`src/rtl/mem_port_arbiter.sv`:
```
// mem_port_arbiter: shares one memory port between instruction fetch (I)
// and load/store (D). One transaction outstanding at a time: IDLE picks a
// winner and latches its payload, REQ drives the memory request until
// accepted, RESP waits for the response and routes it to the owner.
// Optional feature macro MEM_ARB_RR_EN: round-robin arbitration on ties
// (default build: fixed priority, D wins every tie).
module mem_port_arbiter #(
  parameter int ADDR_W = 32,
  parameter int DATA_W = 32
) (
  input  logic                i_clk,
  input  logic                i_rst_n,
  input  logic                i_if_req,
  input  logic [ADDR_W-1:0]   i_if_addr,
  output logic                o_if_gnt,
  output logic                o_if_rvalid,
  output logic [DATA_W-1:0]   o_if_rdata,
  input  logic                i_d_req,
  input  logic [ADDR_W-1:0]   i_d_addr,
  input  logic                i_d_wen,
  input  logic [DATA_W-1:0]   i_d_wdata,
  input  logic [DATA_W/8-1:0] i_d_mask,
  output logic                o_d_gnt,
  output logic                o_d_rvalid,
  output logic [DATA_W-1:0]   o_d_rdata,
  output logic                o_mem_req,
  output logic [ADDR_W-1:0]   o_mem_addr,
  output logic                o_mem_wen,
  output logic [DATA_W-1:0]   o_mem_wdata,
  output logic [DATA_W/8-1:0] o_mem_mask,
  input  logic                i_mem_ready,
  input  logic                i_mem_rvalid,
  input  logic [DATA_W-1:0]   i_mem_rdata,
  output logic                o_err
);

  localparam int MASK_W = DATA_W / 8;

  typedef enum logic [1:0] {
    IDLE = 2'd0,
    REQ  = 2'd1,
    RESP = 2'd2
  } state_t;

  state_t              state_reg;
  state_t              state_next;
  logic                owner_reg;     // 0 = I, 1 = D
  logic [ADDR_W-1:0]   addr_reg;
  logic                wen_reg;
  logic [DATA_W-1:0]   wdata_reg;
  logic [MASK_W-1:0]   mask_reg;
  logic                err_reg;
  logic                load;          // accept a new transaction this cycle
  logic                pick_d;        // arbitration result: 1 = D wins

`ifdef MEM_ARB_RR_EN
  logic last_owner_reg;               // 0 = I, 1 = D; reset to D so I wins first tie

  // Round-robin winner: on a tie the port that did not own the last transaction wins
  always_comb begin
    if (i_if_req && i_d_req) begin
      pick_d = ~last_owner_reg;
    end else begin
      pick_d = i_d_req;
    end
  end

  // Remember who entered REQ most recently
  always_ff @(posedge i_clk or negedge i_rst_n) begin
    if (!i_rst_n) begin
      last_owner_reg <= 1'b1;
    end else if (load) begin
      last_owner_reg <= pick_d;
    end
  end
`else
  // Fixed priority: any D request beats I
  always_comb begin
    pick_d = i_d_req;
  end
`endif

  // State register
  always_ff @(posedge i_clk or negedge i_rst_n) begin
    if (!i_rst_n) begin
      state_reg <= IDLE;
    end else begin
      state_reg <= state_next;
    end
  end

  // Next-state logic plus the combinational grant/response pulses
  always_comb begin
    state_next  = state_reg;
    load        = 1'b0;
    o_if_gnt    = 1'b0;
    o_d_gnt     = 1'b0;
    o_if_rvalid = 1'b0;
    o_d_rvalid  = 1'b0;
    case (state_reg)
      IDLE: begin
        if (i_if_req || i_d_req) begin
          load       = 1'b1;
          state_next = REQ;
        end
      end
      REQ: begin
        if (i_mem_ready) begin
          o_if_gnt   = ~owner_reg;
          o_d_gnt    = owner_reg;
          state_next = RESP;
        end
      end
      RESP: begin
        if (i_mem_rvalid) begin
          o_if_rvalid = ~owner_reg;
          o_d_rvalid  = owner_reg;
          state_next  = IDLE;
        end
      end
      default: begin
        state_next = IDLE;
      end
    endcase
  end

  // Capture owner and payload when a transaction is accepted; fetches are reads of a full word
  always_ff @(posedge i_clk or negedge i_rst_n) begin
    if (!i_rst_n) begin
      owner_reg <= 1'b0;
      addr_reg  <= '0;
      wen_reg   <= 1'b0;
      wdata_reg <= '0;
      mask_reg  <= '0;
    end else if (load) begin
      owner_reg <= pick_d;
      if (pick_d) begin
        addr_reg  <= i_d_addr;
        wen_reg   <= i_d_wen;
        wdata_reg <= i_d_wdata;
        mask_reg  <= i_d_mask;
      end else begin
        addr_reg  <= i_if_addr;
        wen_reg   <= 1'b0;
        wdata_reg <= '0;
        mask_reg  <= '1;
      end
    end
  end

  // Sticky error: a memory response arriving when no response is expected
  always_ff @(posedge i_clk or negedge i_rst_n) begin
    if (!i_rst_n) begin
      err_reg <= 1'b0;
    end else if (i_mem_rvalid && (state_reg != RESP)) begin
      err_reg <= 1'b1;
    end
  end

  assign o_mem_req   = (state_reg == REQ);
  assign o_mem_addr  = addr_reg;
  assign o_mem_wen   = wen_reg;
  assign o_mem_wdata = wdata_reg;
  assign o_mem_mask  = mask_reg;
  assign o_if_rdata  = i_mem_rdata;
  assign o_d_rdata   = i_mem_rdata;
  assign o_err       = err_reg;

endmodule

```
`config.mk`:
```
export PLATFORM = sky130hd
export DESIGN_NAME = mem_port_arbiter
export DESIGN_NICKNAME = d
export VERILOG_FILES = /design/src/rtl/mem_port_arbiter.sv
export SDC_FILE = /design/constraint.sdc
export NUM_CORES = 1
export LEC_CHECK = 0
export CAP_MARGIN = 15
export CORE_MARGIN = 4
export CORE_UTILIZATION = 34
export DETAILED_ROUTE_END_ITERATION = 12
export PLACE_DENSITY = 0.88
export SLEW_MARGIN = 15
export SYNTH_ARGS = -nofsm -noshare
export SYNTH_HDL_FRONTEND = slang
export SYNTH_SLANG_ARGS = --single-unit
```
`constraint.sdc`:
```
create_clock -name i_clk -period 1.85 [get_ports i_clk]
set_clock_uncertainty 0.1 [all_clocks]
set_input_delay 0.37 -clock i_clk [delete_from_list [all_inputs] [get_ports i_clk]]
set_output_delay 0.37 -clock i_clk [all_outputs]
set_load 0.005 [all_outputs]
```
==> out/qor.csv <==
stage,metric,value,unit
final_layout,nets,538,
sta,number of endpoints failing setup at the final stage,0,
synthesis,largest family of logic cells by synthesized area,multiplexers,
synthesis,"Cell Area, Synth",0.00367,mm2
route,Met2 Wirelength,5150,um
synthesis,Avg Inst Size Synth,13.6,um2
job,maxcap violations,0,
floorplanning,# IOs,278,
route,met1 wire length,3740,um
placement,DP HPWL,7690,um
sta,worst relative slew slack,0.746,
outcome,outcome,completed,
global_routing,largest net degree at the start of global routing,74,
setup_path,Crit Path Class,flop to primary output,
final_layout,# diodes,0,
sta,max-slew violations,0,
synthesis,Yosys reg bits,73,
setup_path,worst path required time,1.38,ns
floorplanning,die area,0.0125,mm2
setup_path,CP max FO,2,
sta,unrepaired setup endpoints after global routing,false,
setup_path,critical path arrival,1.31,ns
sta,Final Critical Period,1.78,ns
route,Routed WL per cell,18.7,um
global_routing,vias in the first global route,2965,
setup_path,CP startpoint,state_reg[1],
global_routing,initial antenna violation count,0,
route,Iter 0 DRT Violations,61,
final_layout,fill count,875,
clocking,Sink Count,73,
clocking,"Clk Latency, worst-skew pair",0.34,ns
final_layout,area delta synth->final,50.2,%
synthesis,post-synthesis simple-gate area fraction,0.0164,
clocking,Max clock buf depth,2,
synthesis,Synth Instances,270,
setup_path,critical-path cell list,"buf_6, buf_4, and4b_1, buf_2",
clocking,H-Tree Depth,3,
power,Power Density,1500,mW/mm2
final_layout,sequential standard cell area,0.00183,mm2
final_layout,multi-input logic area,0.00126,mm2
power,Peak supply drop,751,uV
setup_path,Bufs and invs on worst path,3,
floorplanning,die height,112,um
power,Pwr Total,8250,uW
floorplanning,Horiz. Die Dim,112,um
floorplanning,Core Box Area,0.0104,mm2
route,drt via density,4.70,
clocking,clock slew seen by the registers of the worst setup and hold paths,0.07,ns
synthesis,number of distinct library cells after synthesis,22,
global_routing,first-pass GRT wire length,15800,um
clocking,CTS tree,built,
synthesis,XOR/XNOR Fraction of Synth Area,0,
synthesis,number of synthesis warnings,0,
route,# DRC,0,
final_layout,share of cells above drive strength 1,0.255,
synthesis,Adder-Cell Fraction of Synth Area,0,
synthesis,syn nets,409,
setup_path,crit-path max cell delay,0.42,ns
hold_path,HP Class,flop to flop,
clocking,cts bufs inserted,9,
sta,Tcrit/Tclk final,0.965,
global_routing,GRT overflow,0,
route,total length of routed wires,10100,um
floorplanning,Starting Density,0.352,
global_routing,total track usage,0.160,
synthesis,register area share after synthesis,0.498,
route,TritonRoute pass-1 iters,4,
setup_path,Worst R2R Start,state_reg[1],
floorplanning,std cell rows,37,
placement,Post-Place Setup Slack,-0.248,ns
synthesis,post-synthesis compound-gate area fraction,0.0996,
route,DR WL met3,827,um
sta,fmax,560,MHz
route,Max Used Layer,met4,
placement,PortBufs,181,
setup_path,Slowest cell on crit path,dfrtp_1,
sta,Least-Margin Pin Slew,0.382,ns
placement,RD Place Congestion,0.755,
setup_path,Worst setup EP type,primary output,
route,ANT nets after route,0,
clocking,Clock Root Buffer,clkbuf_8,
synthesis,mux cell area share after synthesis,0.223,
route,Via Count,2537,
sta,worst setup margin,0.0652,ns
hold_path,worst hold start,o_err,
setup_path,"delay-heaviest family, CP",flip-flops,
setup_path,crit start category,flop,
power,leakage,0.00236,uW
sta,final-report hold violation count,0,
[layout make-up]
type                            count  share of cell area
Clock buffer                       11              0.0257
Sequential cell                    73               0.332
Timing Repair Buffer              197               0.363
Tap cell                          136              0.0309
Inverter                            1            0.000681
Clock inverter                      5              0.0186
Multi-Input combinational cell    117               0.229
[cell usage after synthesis]
master    instances  share of area
mux2_4           26           0.11
buf_2             9          0.012
and3_1            1         0.0017
o21a_1            1         0.0020
nor3b_1           1         0.0020
a21o_1            2         0.0041
and2_1            1         0.0017
mux2_2           38           0.12
o21ai_0           2         0.0027
nand2b_1          1         0.0017
buf_6             6          0.018
and4b_1           1         0.0027
nor2_1            1         0.0010
o21ai_2           1         0.0024
inv_1             1         0.0010
o22a_1            4         0.0096
buf_4            64           0.13
nand2_1           2         0.0020
nor2b_1           1         0.0017
dfrtp_1          73           0.50
nor2_2            1         0.0017
a22o_1           33          0.079
[final timing paths]
| path | to | slack (ns) | depth (start not counted) |
|---|---|---|---|
| min in group asynchronous | o_mem_addr[20] | 0.48 | 3 |
| worst max register to register | o_mem_addr[8] | 0.09 | 6 |
| worst min register to register | o_err | 0.37 | 1 |
| worst min-delay path | o_err | 0.37 | 1 |
| worst max-delay path | o_d_rvalid | 0.07 | 4 |
| max in group asynchronous | o_mem_wdata[2] | 0.87 | 3 |
[metal layers]
| layer | global-route usage | vias to the layer above |
|---|---|---|
| met3 | 0.0516 | 50 |
| li1 | - | 1147 |
| met1 | 0.175 | 1210 |
| met2 | 0.276 | 130 |
| met5 | 0 | - |
| met4 | 0.0868 | 0 |
[cells in the final DEF, fill, tap and decap left out, drive strengths merged]
cell / instances
and2: 1
and3: 1
clkinvlp: 1
clkbuf: 13
bufinv: 3
dfrtp: 73
clkdlybuf4s50: 174
o22a: 4
nor2b: 1
buf: 18
nand2: 2
dlygate4sd2: 2
nor2: 2
nand2b: 1
dlygate4sd3: 1
a22o: 33
mux2: 64
a21o: 2
o21ai: 3
clkinv: 1
and4b: 1
o21a: 1
nor3b: 1
inv: 1
[worst reg2reg max path: stages (launching register included)]
cell and delay [ns]:
dfrtp_1 0.42, buf_6 0.13, buf_4 0.13, nor2_4 0.15
o21a_4 0.21, buf_12 0.17, mux2_2 0.34
[power breakdown]
group	internal [uW]	leakage [uW]	switching [uW]
Clock	931	0.000120	593
Combinational	2680	0.00135	1280
Sequential	2330	0.000883	437
Total	5940	0.00236	2310
[what timing repair did]
item | CTS | global route
setup endpoints to repair | 5 | 34
endpoints found under the hold margin | 73 | 0
hold buffers | 1 | 0
setup buffers | 2 | 0
gates resized for setup | 10 | 7
[cell families after synthesis]
kind of cell | count (synthesis)
buffers and inverters | 80
AO/OA/AOI/OAI | 43
multiplexers | 64
flip-flops | 73
AND/OR/NAND/NOR | 10
[metrics by stage]
step | area [um2] | hold WS [ns] | instances | TNS, ns | util
after floorplan | 3670 | -0.0256 | 270 | 0 | -
after global placement | 5240 | 0.308 | 521 | -1.85 | 0.503
after detailed placement | 5240 | 0.318 | 521 | -1.60 | 0.503
after CTS | 5500 | 0.375 | 540 | 0 | 0.528
after global routing | 5510 | 0.387 | 540 | 0 | 0.529
final | 5510 | 0.365 | 540 | 0 | 0.529
(Power assumes the default switching activity.)
